## src/rtl/bram_sdp_clr_if.sv

```systemverilog
// rtl/bram_sdp_clr_if.sv - write/read port bundle for the simple-dual-port block RAM
interface bram_sdp_clr_if #(
    parameter int DATA_WIDTH = 8,
    parameter int ADDR_WIDTH = 8
);
    logic [ADDR_WIDTH-1:0] write_addr;
    logic                  write_enable;
    logic [DATA_WIDTH-1:0] write_data;
    logic [ADDR_WIDTH-1:0] read_addr;
    logic                  read_enable;
    logic [DATA_WIDTH-1:0] read_data;
    logic                  read_valid;

    // Controller side: issues writes and reads, receives read results.
    modport master (
        output write_addr, write_enable, write_data,
        output read_addr, read_enable,
        input  read_data, read_valid
    );

    // RAM side.
    modport slave (
        input  write_addr, write_enable, write_data,
        input  read_addr, read_enable,
        output read_data, read_valid
    );
endinterface

```

## src/rtl/bram_sdp_clr.sv

```systemverilog
// rtl/bram_sdp_clr.sv - simple-dual-port RAM with read pipeline, write-first forwarding and clear engine
module bram_sdp_clr #(
    parameter int                    DATA_WIDTH     = 8,
    parameter int                    DEPTH          = 200,
    parameter int                    ADDR_WIDTH     = 8,
    parameter int                    READ_LATENCY   = 1,
    parameter logic [DATA_WIDTH-1:0] INIT_VALUE     = '0,
    parameter bit                    CLEAR_ON_RESET = 1'b1
) (
    input  logic              clk_i,
    input  logic              reset_i,
    input  logic              clear_i,
    output logic              busy_o,
    bram_sdp_clr_if.slave     bus
);

    typedef enum logic {
        ST_IDLE  = 1'b0,
        ST_CLEAR = 1'b1
    } state_t;

    localparam logic [ADDR_WIDTH-1:0] LAST_ADDR   = ADDR_WIDTH'(DEPTH - 1);
    localparam logic [ADDR_WIDTH:0]   DEPTH_EXT   = (ADDR_WIDTH + 1)'(DEPTH);
    localparam state_t                RESET_STATE = CLEAR_ON_RESET ? ST_CLEAR : ST_IDLE;

    state_t                state_q, state_d;
    logic [ADDR_WIDTH-1:0] clear_addr_q, clear_addr_d;

    // Array content at configuration time is the same word the clear engine writes.
    logic [DATA_WIDTH-1:0] mem_q [DEPTH] = '{default: INIT_VALUE};

    logic                  idle;
    logic                  sweep_en;
    logic                  wr_in_range;
    logic                  rd_in_range;
    logic                  wr_accept;
    logic                  rd_accept;
    logic [DATA_WIDTH-1:0] rd_word;

    logic                  pre_valid;
    logic [DATA_WIDTH-1:0] pre_data;
    logic                  read_valid_q;
    logic [DATA_WIDTH-1:0] read_data_q;

    // Reset wins over everything: no sweep write, user write or read is taken on a reset edge.
    assign idle        = (state_q == ST_IDLE);
    assign sweep_en    = (state_q == ST_CLEAR) && !reset_i;
    assign wr_in_range = ({1'b0, bus.write_addr} < DEPTH_EXT);
    assign rd_in_range = ({1'b0, bus.read_addr} < DEPTH_EXT);
    assign wr_accept   = idle && !reset_i && bus.write_enable && wr_in_range;
    assign rd_accept   = idle && !reset_i && bus.read_enable;

    assign busy_o = (state_q == ST_CLEAR);

    // Clear engine next state: sweep every address once, then fall back to idle.
    always_comb begin
        state_d      = state_q;
        clear_addr_d = clear_addr_q;
        case (state_q)
            ST_IDLE: begin
                if (clear_i) begin
                    state_d = ST_CLEAR;
                end
            end
            ST_CLEAR: begin
                if (clear_addr_q == LAST_ADDR) begin
                    state_d      = ST_IDLE;
                    clear_addr_d = '0;
                end else begin
                    clear_addr_d = ADDR_WIDTH'(clear_addr_q + 1'b1);
                end
            end
        endcase
    end

    // Clear engine state and sweep counter; reset restarts the sweep from address 0.
    always_ff @(posedge clk_i) begin
        if (reset_i) begin
            state_q      <= RESET_STATE;
            clear_addr_q <= '0;
        end else begin
            state_q      <= state_d;
            clear_addr_q <= clear_addr_d;
        end
    end

    // Single write port shared by the sweep and the user; the sweep owns it while busy.
    always_ff @(posedge clk_i) begin
        if (sweep_en) begin
            mem_q[clear_addr_q] <= INIT_VALUE;
        end else if (wr_accept) begin
            mem_q[bus.write_addr] <= bus.write_data;
        end
    end

    // Read word at issue time: out-of-range reads give 0, a same-cycle write to the same address wins.
    always_comb begin
        rd_word = '0;
        if (rd_in_range) begin
            if (wr_accept && (bus.write_addr == bus.read_addr)) begin
                rd_word = bus.write_data;
            end else begin
                rd_word = mem_q[bus.read_addr];
            end
        end
    end

    // The word is captured at issue, so later writes or sweeps never reach an in-flight read.
    if (READ_LATENCY >= 2) begin : g_lat2
        logic                  s1_valid_q;
        logic [DATA_WIDTH-1:0] s1_data_q;

        // Extra pipeline stage between the array read and the output register.
        always_ff @(posedge clk_i) begin
            if (reset_i) begin
                s1_valid_q <= 1'b0;
                s1_data_q  <= '0;
            end else begin
                s1_valid_q <= rd_accept;
                if (rd_accept) begin
                    s1_data_q <= rd_word;
                end
            end
        end

        assign pre_valid = s1_valid_q;
        assign pre_data  = s1_data_q;
    end else begin : g_lat1
        assign pre_valid = rd_accept;
        assign pre_data  = rd_word;
    end

    // Output register: strobe for one cycle per completed read, data holds between reads.
    always_ff @(posedge clk_i) begin
        if (reset_i) begin
            read_valid_q <= 1'b0;
            read_data_q  <= '0;
        end else begin
            read_valid_q <= pre_valid;
            if (pre_valid) begin
                read_data_q <= pre_data;
            end
        end
    end

    assign bus.read_valid = read_valid_q;
    assign bus.read_data  = read_data_q;

endmodule

```

## src/flat_wrapper.sv

```systemverilog
// flat-port wrapper written by rule: the top's interface ports become plain ports
module bram_sdp_clr_flat 
#(
    parameter int                    DATA_WIDTH     = 8,
    parameter int                    DEPTH          = 200,
    parameter int                    ADDR_WIDTH     = 8,
    parameter int                    READ_LATENCY   = 1,
    parameter logic [DATA_WIDTH-1:0] INIT_VALUE     = '0,
    parameter bit                    CLEAR_ON_RESET = 1'b1
)
  (clk_i, reset_i, clear_i, busy_o, bus_write_addr, bus_write_enable, bus_write_data, bus_read_addr, bus_read_enable, bus_read_data, bus_read_valid);
  bram_sdp_clr_if #(.DATA_WIDTH(DATA_WIDTH), .ADDR_WIDTH(ADDR_WIDTH)) bus_i ();
  input  logic clk_i;
  input  logic reset_i;
  input  logic clear_i;
  output logic busy_o;
  input wire logic [$bits(bus_i.write_addr)-1:0] bus_write_addr;
  input wire logic [$bits(bus_i.write_enable)-1:0] bus_write_enable;
  input wire logic [$bits(bus_i.write_data)-1:0] bus_write_data;
  input wire logic [$bits(bus_i.read_addr)-1:0] bus_read_addr;
  input wire logic [$bits(bus_i.read_enable)-1:0] bus_read_enable;
  output wire logic [$bits(bus_i.read_data)-1:0] bus_read_data;
  output wire logic [$bits(bus_i.read_valid)-1:0] bus_read_valid;
  assign bus_i.write_addr = bus_write_addr;
  assign bus_i.write_enable = bus_write_enable;
  assign bus_i.write_data = bus_write_data;
  assign bus_i.read_addr = bus_read_addr;
  assign bus_i.read_enable = bus_read_enable;
  assign bus_read_data = bus_i.read_data;
  assign bus_read_valid = bus_i.read_valid;
  bram_sdp_clr #(.DATA_WIDTH(DATA_WIDTH), .DEPTH(DEPTH), .ADDR_WIDTH(ADDR_WIDTH), .READ_LATENCY(READ_LATENCY), .INIT_VALUE(INIT_VALUE), .CLEAR_ON_RESET(CLEAR_ON_RESET)) u_core (.clk_i(clk_i), .reset_i(reset_i), .clear_i(clear_i), .busy_o(busy_o), .bus(bus_i));
endmodule
```

## config.mk

```make
export PLATFORM = sky130hd
export DESIGN_NAME = bram_sdp_clr_flat
export DESIGN_NICKNAME = d
export VERILOG_FILES = /design/src/rtl/bram_sdp_clr_if.sv /design/src/rtl/bram_sdp_clr.sv /design/src/flat_wrapper.sv
export SDC_FILE = /design/constraint.sdc
export NUM_CORES = 1
export LEC_CHECK = 0
export BUFFER_PORTS_ARGS = -buffer_cell sky130_fd_sc_hd__buf_2
export CORE_MARGIN = 2
export CORE_UTILIZATION = 45
export CTS_BUF_LIST = sky130_fd_sc_hd__clkbuf_16
export DETAILED_ROUTE_END_ITERATION = 8
export PLACE_DENSITY_LB_ADDON = 0.12
export SLEW_MARGIN = 20
export SYNTH_ARGS = -nofsm -noshare
export SYNTH_HDL_FRONTEND = slang
export SYNTH_SLANG_ARGS = --single-unit
```

## constraint.sdc

```tcl
create_clock -name clk_i -period 7.11 [get_ports clk_i]
set_input_delay 1.0665 -clock clk_i [delete_from_list [all_inputs] [get_ports clk_i]]
set_output_delay 1.0665 -clock clk_i [all_outputs]
set_load 0.01 [all_outputs]
```

; Yosys cells after proc, flatten, opt, wreduce, memory -nomap -nowiden
; Memory sizes are Yosys's and may differ from the RTL's.
; Cells that the tools add are included.
; Widths: inputs -> output; s select.
[op_classes]
n_addsub = 1
n_lt_le_gt_ge = 2
n_eq_ne = 2
n_mux = 14
bitwise = 1
n_reduce_logical = 8
[op_table]
columns = operator, n
row1 = $mux 8, 5
row2 = $lt 8x8->1 const B, 2
row3 = $add 8x1->8 const B, 1
row4 = $eq 8x8->1, 1
row5 = $eq 8x8->1 const B, 1
row6 = $mux 1, 8
row7 = $reduce_or 8->1, 1
row8 = $logic_and 1x1->1, 6
row9 = $pmux 1 s2, 1
row10 = $logic_not 1->1, 1
row11 = $not 1->1, 1
[totals]
regBits = 18
ram_bits = 1600
input_bits = 29
output_inout_bits = 10
wordCells = 33
mem_count = 1
[mem_list]
columns = memory, words, width, rd, rd_clocked_by_memory_dff, write_ports, line
row1 = u_core.mem_q, 200, 8, 1, 0, 1, bram_sdp_clr.sv:30  ; logic [DATA_WIDTH-1:0] mem_q [DEPTH] = '{default: INIT_VALUE};

; Depth between registers and ports, before layout
[depth]
word_depth = 9
ltp_mapped = 12
mapped_depth_nobuf = 7

; Worst setup path after synthesis
; No wires, ideal clock.
[synth_path]
path_type = input port to flip-flop
from = in bus_write_addr[4]
to = mem u_core.mem_q[0][0], data pin
setup_ps = 723
arrival_time_ps = 4802
t_required_ps = 6387
setup_slack_ps = 1585
stages = 6
n_path_buf = 3
path_cell_list = o311ai_0 and3_1 buf_2 buf_2 clkbuf_1 and2_1
[synth_between]
elab_chain_cells = 7
[synth_lines]
columns = item, line
row1 = from (decl), flat_wrapper.sv:17  ; input wire logic [$bits(bus_i.write_addr)-1:0] bus_write_addr;
row2 = $lt 8x8->1, bram_sdp_clr.sv:48  ; assign wr_in_range = ({1'b0, bus.write_addr} < DEPTH_EXT);
row3 = $logic_and 1x1->1, bram_sdp_clr.sv:50  ; assign wr_accept = idle && !reset_i && bus.write_enable && wr_in_range;
row4 = $mux 1, bram_sdp_clr.sv:91  ; end else if (wr_accept) begin
row5 = $mux 1, bram_sdp_clr.sv:89  ; if (sweep_en) begin
row6 = $mux 1 (implied by the code), bram_sdp_clr.sv:92  ; mem_q[bus.write_addr] <= bus.write_data;
row7 = $reduce_or 8->1 (no line), n/a
row8 = $mux 8 (no line), n/a
row9 = to (decl), bram_sdp_clr.sv:30
; Every way passes these cells.

; Final worst setup path
[layout_path]
from = in bus_write_addr[4]
to = mem u_core.mem_q[13][5] (enable)
[layout_between]
elab_chain_cells = 7
word_cells_on_any_way = 8
classes_between = order compare: 1 / mux: 5 / reduce/logical: 2
[layout_lines]
columns = item, line
row1 = $lt 8x8->1, bram_sdp_clr.sv:48
row2 = $logic_and 1x1->1, bram_sdp_clr.sv:50
row3 = $mux 1, bram_sdp_clr.sv:91
row4 = $mux 1, bram_sdp_clr.sv:89
row5 = $mux 1 (implied by the code), bram_sdp_clr.sv:92
row6 = $reduce_or 8->1 (no line), n/a
row7 = $mux 8 (no line) or $mux 1 (tied branches), n/a
; Parallel ways exist; a longest one is shown, timed or not.

==> metrics.md <==
| Metric | Value |
|---|---|
| Result of the run | complete, no violations |
| Time the final worst path needs with I/O delays and setup | approximately 4.5 ns |
| Number of H-tree levels | 4 |
| Detail-routed via count per cell | about 6.3 |
| Area share of the largest cell type after synthesis | about three quarters |
| Share of synthesized flip-flops with an asynchronous set or reset | 0% |
| # Max-Cap Violations | 0 |
| Remaining antenna violation count after routing | 0 |
| Overall die height | around 380 µm |
| Hold WC Path Type | input port to register |
| Final GP Congestion | slightly below 0.9 |
| Cts hold-fix bufs | 0 |
| Final cell count without fillers | ~5300 |
| Number of enable flip-flop cells after synthesis | 1600 |
| Cells traversed along the worst timing path | buf_2 -> o311ai_0 -> nand3_1 -> o21ai_0 -> nand3_2 -> nor2_1 |
| Pwr Density | about 280 nW/µm² |
| Part of the cycle the worst path needs | between 60% and 70% |
| Placed Instances | slightly below 5000 |
| DPL Wire Length | approximately 110 mm |
| Data required time at the worst endpoint | between 7 and 8 ns |
| Unrepaired setup endpoints after global routing | false |
| Leakage power total | between 20 and 30 nW |
| Number of CTS-inserted buffers | roughly 170 |
| Prevailing post-synth register cell | sky130_fd_sc_hd__edfxtp_1 |
| Avg WL per Cell | approximately 35 µm |
| Layout cells sized above 1 | between 20% and 30% |
| Clk buf depth | 3 |
| Total setup violations reported at the end of the flow | 0 |
| Max Fclk | roughly 220 MHz |
| Number of distinct library cell variants in the gate-level netlist after synthesis | 66 |
| Final worst clock skew | approximately 0.026 ns |
| Number of diodes added for antenna fixing | 0 |
| First-pass GRT wire length | roughly 260 mm |
| TritonCTS clock tree | built |
| Vias in the first global route | approximately 33000 |
| Final nets | ~3300 |
| Biggest area consumer among synthesized cells | sky130_fd_sc_hd__edfxtp_1 |
| Clock sinks | ~1600 |
| Horizontal extent of the die | about 380 µm |
| Number of top-level design ports | 39 |
| Detailed-route via count | roughly 33000 |
| Die ar. | ~140000 µm² |
| Share of the yosys chip area belonging to registers | approximately three quarters |
| Clock Root Buffer | sky130_fd_sc_hd__clkbuf_16 |
| Total wire length after detailed routing | ~180 mm |
| Crit path DAT | a little under 5 ns |
| Effective utilization at floorplan | a little under half |
| Buffers and inverters on the worst path | 1 |
| Post-synthesis cell count | 3137 |
| Synth area leaders | sky130_fd_sc_hd__edfxtp_1 (76%), sky130_fd_sc_hd__mux4_2 (13%), sky130_fd_sc_hd__mux2i_1 (1.8%), sky130_fd_sc_hd__nor2_1 (1.4%), sky130_fd_sc_hd__nand2_1 (0.89%) |
| Total negative setup slack | 0 ns |
| DR DRC count | 0 |
| Relative slew slack | 22.2% |
| Critical-path cell with the highest stage delay | sky130_fd_sc_hd__nand3_2 |
| Drt initial violations | 4053 |
| Largest net degree at the start of global routing | 157 |
| Maximum VDD drop | between 0.2 and 0.3 mV |
| Endpoint type of the worst setup path | register |
| Gr usage total | around 26% |
| Count of endpoints failing hold in the final timing report | 0 |
| Worst setup SP type | input port |
| Finished Core Util | 51.3% |
| Synth-to-layout area growth | 12.8% |
| Stage delay of the slowest cell on the critical path | about 0.93 ns |
| CTS-repair resized insts | 0 |
| Mean cell area of the mapped netlist | about 20 µm² |
| Number of warnings printed during yosys synthesis | 0 |
| First-pass iteration count of the detailed router | 6 |
| Gate family responsible for the most delay along the worst path | simple AND/OR/NAND/NOR gates |
| Filler cells | roughly 11000 |
| Tightest Pin Transition | 1.16 ns |
| Area inside the core boundary | 140000 µm² |
| Number of buffer cells added on primary ports | 38 |
| Final total power | between 20 and 25 mW |
| Cell area after technology mapping | approximately 64000 µm² |
| Post-CTS repair timing setup buffer count | 0 |
| Aggregate global routing overflow | 0 |
| Net count of the mapped netlist | about 3200 |
| Initial antenna violation count | 5 |
| Clock-pin slew on the worst setup and hold paths | around 0.060 ns |
| Largest fanout on the critical path | 19 |
| Setup Crit Path Kind | input port to register |
| Clk Latency, worst-skew pair | roughly 0.8 ns |
| Synthesized flop and latch total | between 1500 and 2000 |
| Total count of max-transition violations in the final report | 0 |
| Floorplan row count | 137 |
[state kept, by name, summed over array words and instances, names as in the netlist]
name,flops
u_core.busy_o,1
u_core.clear_addr_q,8
u_core.bus.read_valid,1
u_core.bus.read_data,8
u_core.mem_q,1600
[cell usage after synthesis (all sizes together) (21+ instances only)]
cell and number:
a21oi 47, o21ai 54, mux4 370, a22oi 30, nand2 150, nor2 238, o22ai 21, nand3 59
buf 104, edfxtp 1600, clkbuf 73, mux2i 115, a221oi 36
[through the flow]
| stage | instance area (µm²) | worst slack (ns) | hold WS, ns |
|---|---|---|---|
| final | 71700 | 2.60 | 0.493 |
| after global routing | 71700 | 2.31 | 0.481 |
| after CTS | 71700 | 2.66 | 0.437 |
| after detailed placement | 66000 | 1.81 | 0.504 |
| after global placement | 66000 | 1.82 | 0.513 |
| after floorplan | 63600 | 1.58 | 0.496 |
[worst paths after layout]
path,from,end,slack [ns],depth (start not counted)
worst max-delay path,bus_write_addr[4],u_core.mem_q[13][5],2.60,6
worst min-delay path,clear_i,u_core.busy_o,0.49,3
worst max register to register,u_core.busy_o,u_core.mem_q[13][5],2.64,5
worst min register to register,u_core.bus.read_data[2],u_core.bus.read_data[2],0.53,2
[kinds of logic after synthesis]
family | Yosys count | synth area share, %
xor+xnor | 11 | 0.152
flops | 1618 | 76.1
compound gates | 289 | 3.15
buf+inv | 187 | 1.79
simple gates | 534 | 3.62
fa+ha+maj | 1 | 0.0197
mux | 497 | 15.1
[final cells by class]
| cell class | instances | area (µm²) | area share [%] |
|---|---|---|---|
| Clock buffer | 170 | 4250 | 5.93 |
| Clock inverter | 138 | 1450 | 2.02 |
| Tap cell | 1876 | 2350 | 3.27 |
| Timing Repair Buffer | 120 | 1080 | 1.50 |
| Inverter | 10 | 38.8 | 0.0541 |
| Sequential cell | 1618 | 48400 | 67.5 |
| Multi-Input combinational cell | 1332 | 14100 | 19.7 |
[routing by layer]
metal	vias up	global-route usage, %	routed length [µm]
li1	13200	-	-
met1	17700	36.8	76700
met2	1748	39.0	85700
met3	289	5.52	16200
met4	4	8.33	5860
met5	-	0	21
[where the power goes]
group,internal (mW),leakage (nW),total (mW),switching (mW)
combinational,0.234,5.02,0.699,0.465
sequential,10.3,17.9,10.3,0.00548
clock,5.40,2.88,9.07,3.67
[tightest hold or removal path: stages]
cell and delay, ns:
sky130_fd_sc_hd__buf_2 0.08, sky130_fd_sc_hd__a21oi_1 0.06, sky130_fd_sc_hd__nand2_1 0.06
[placed cells by master, fill, tap and decap left out, types with 47 or more instances in the layout]
cell type / instances
sky130_fd_sc_hd__buf_4: 62
sky130_fd_sc_hd__clkbuf_16: 170
sky130_fd_sc_hd__edfxtp_1: 1600
sky130_fd_sc_hd__o21ai_0: 49
sky130_fd_sc_hd__mux2i_1: 115
sky130_fd_sc_hd__a21oi_1: 47
sky130_fd_sc_hd__mux4_2: 370
sky130_fd_sc_hd__nand2_1: 138
sky130_fd_sc_hd__nand3_1: 56
sky130_fd_sc_hd__nor2_1: 235
Note: power is estimated with default switching activity, not from simulation.
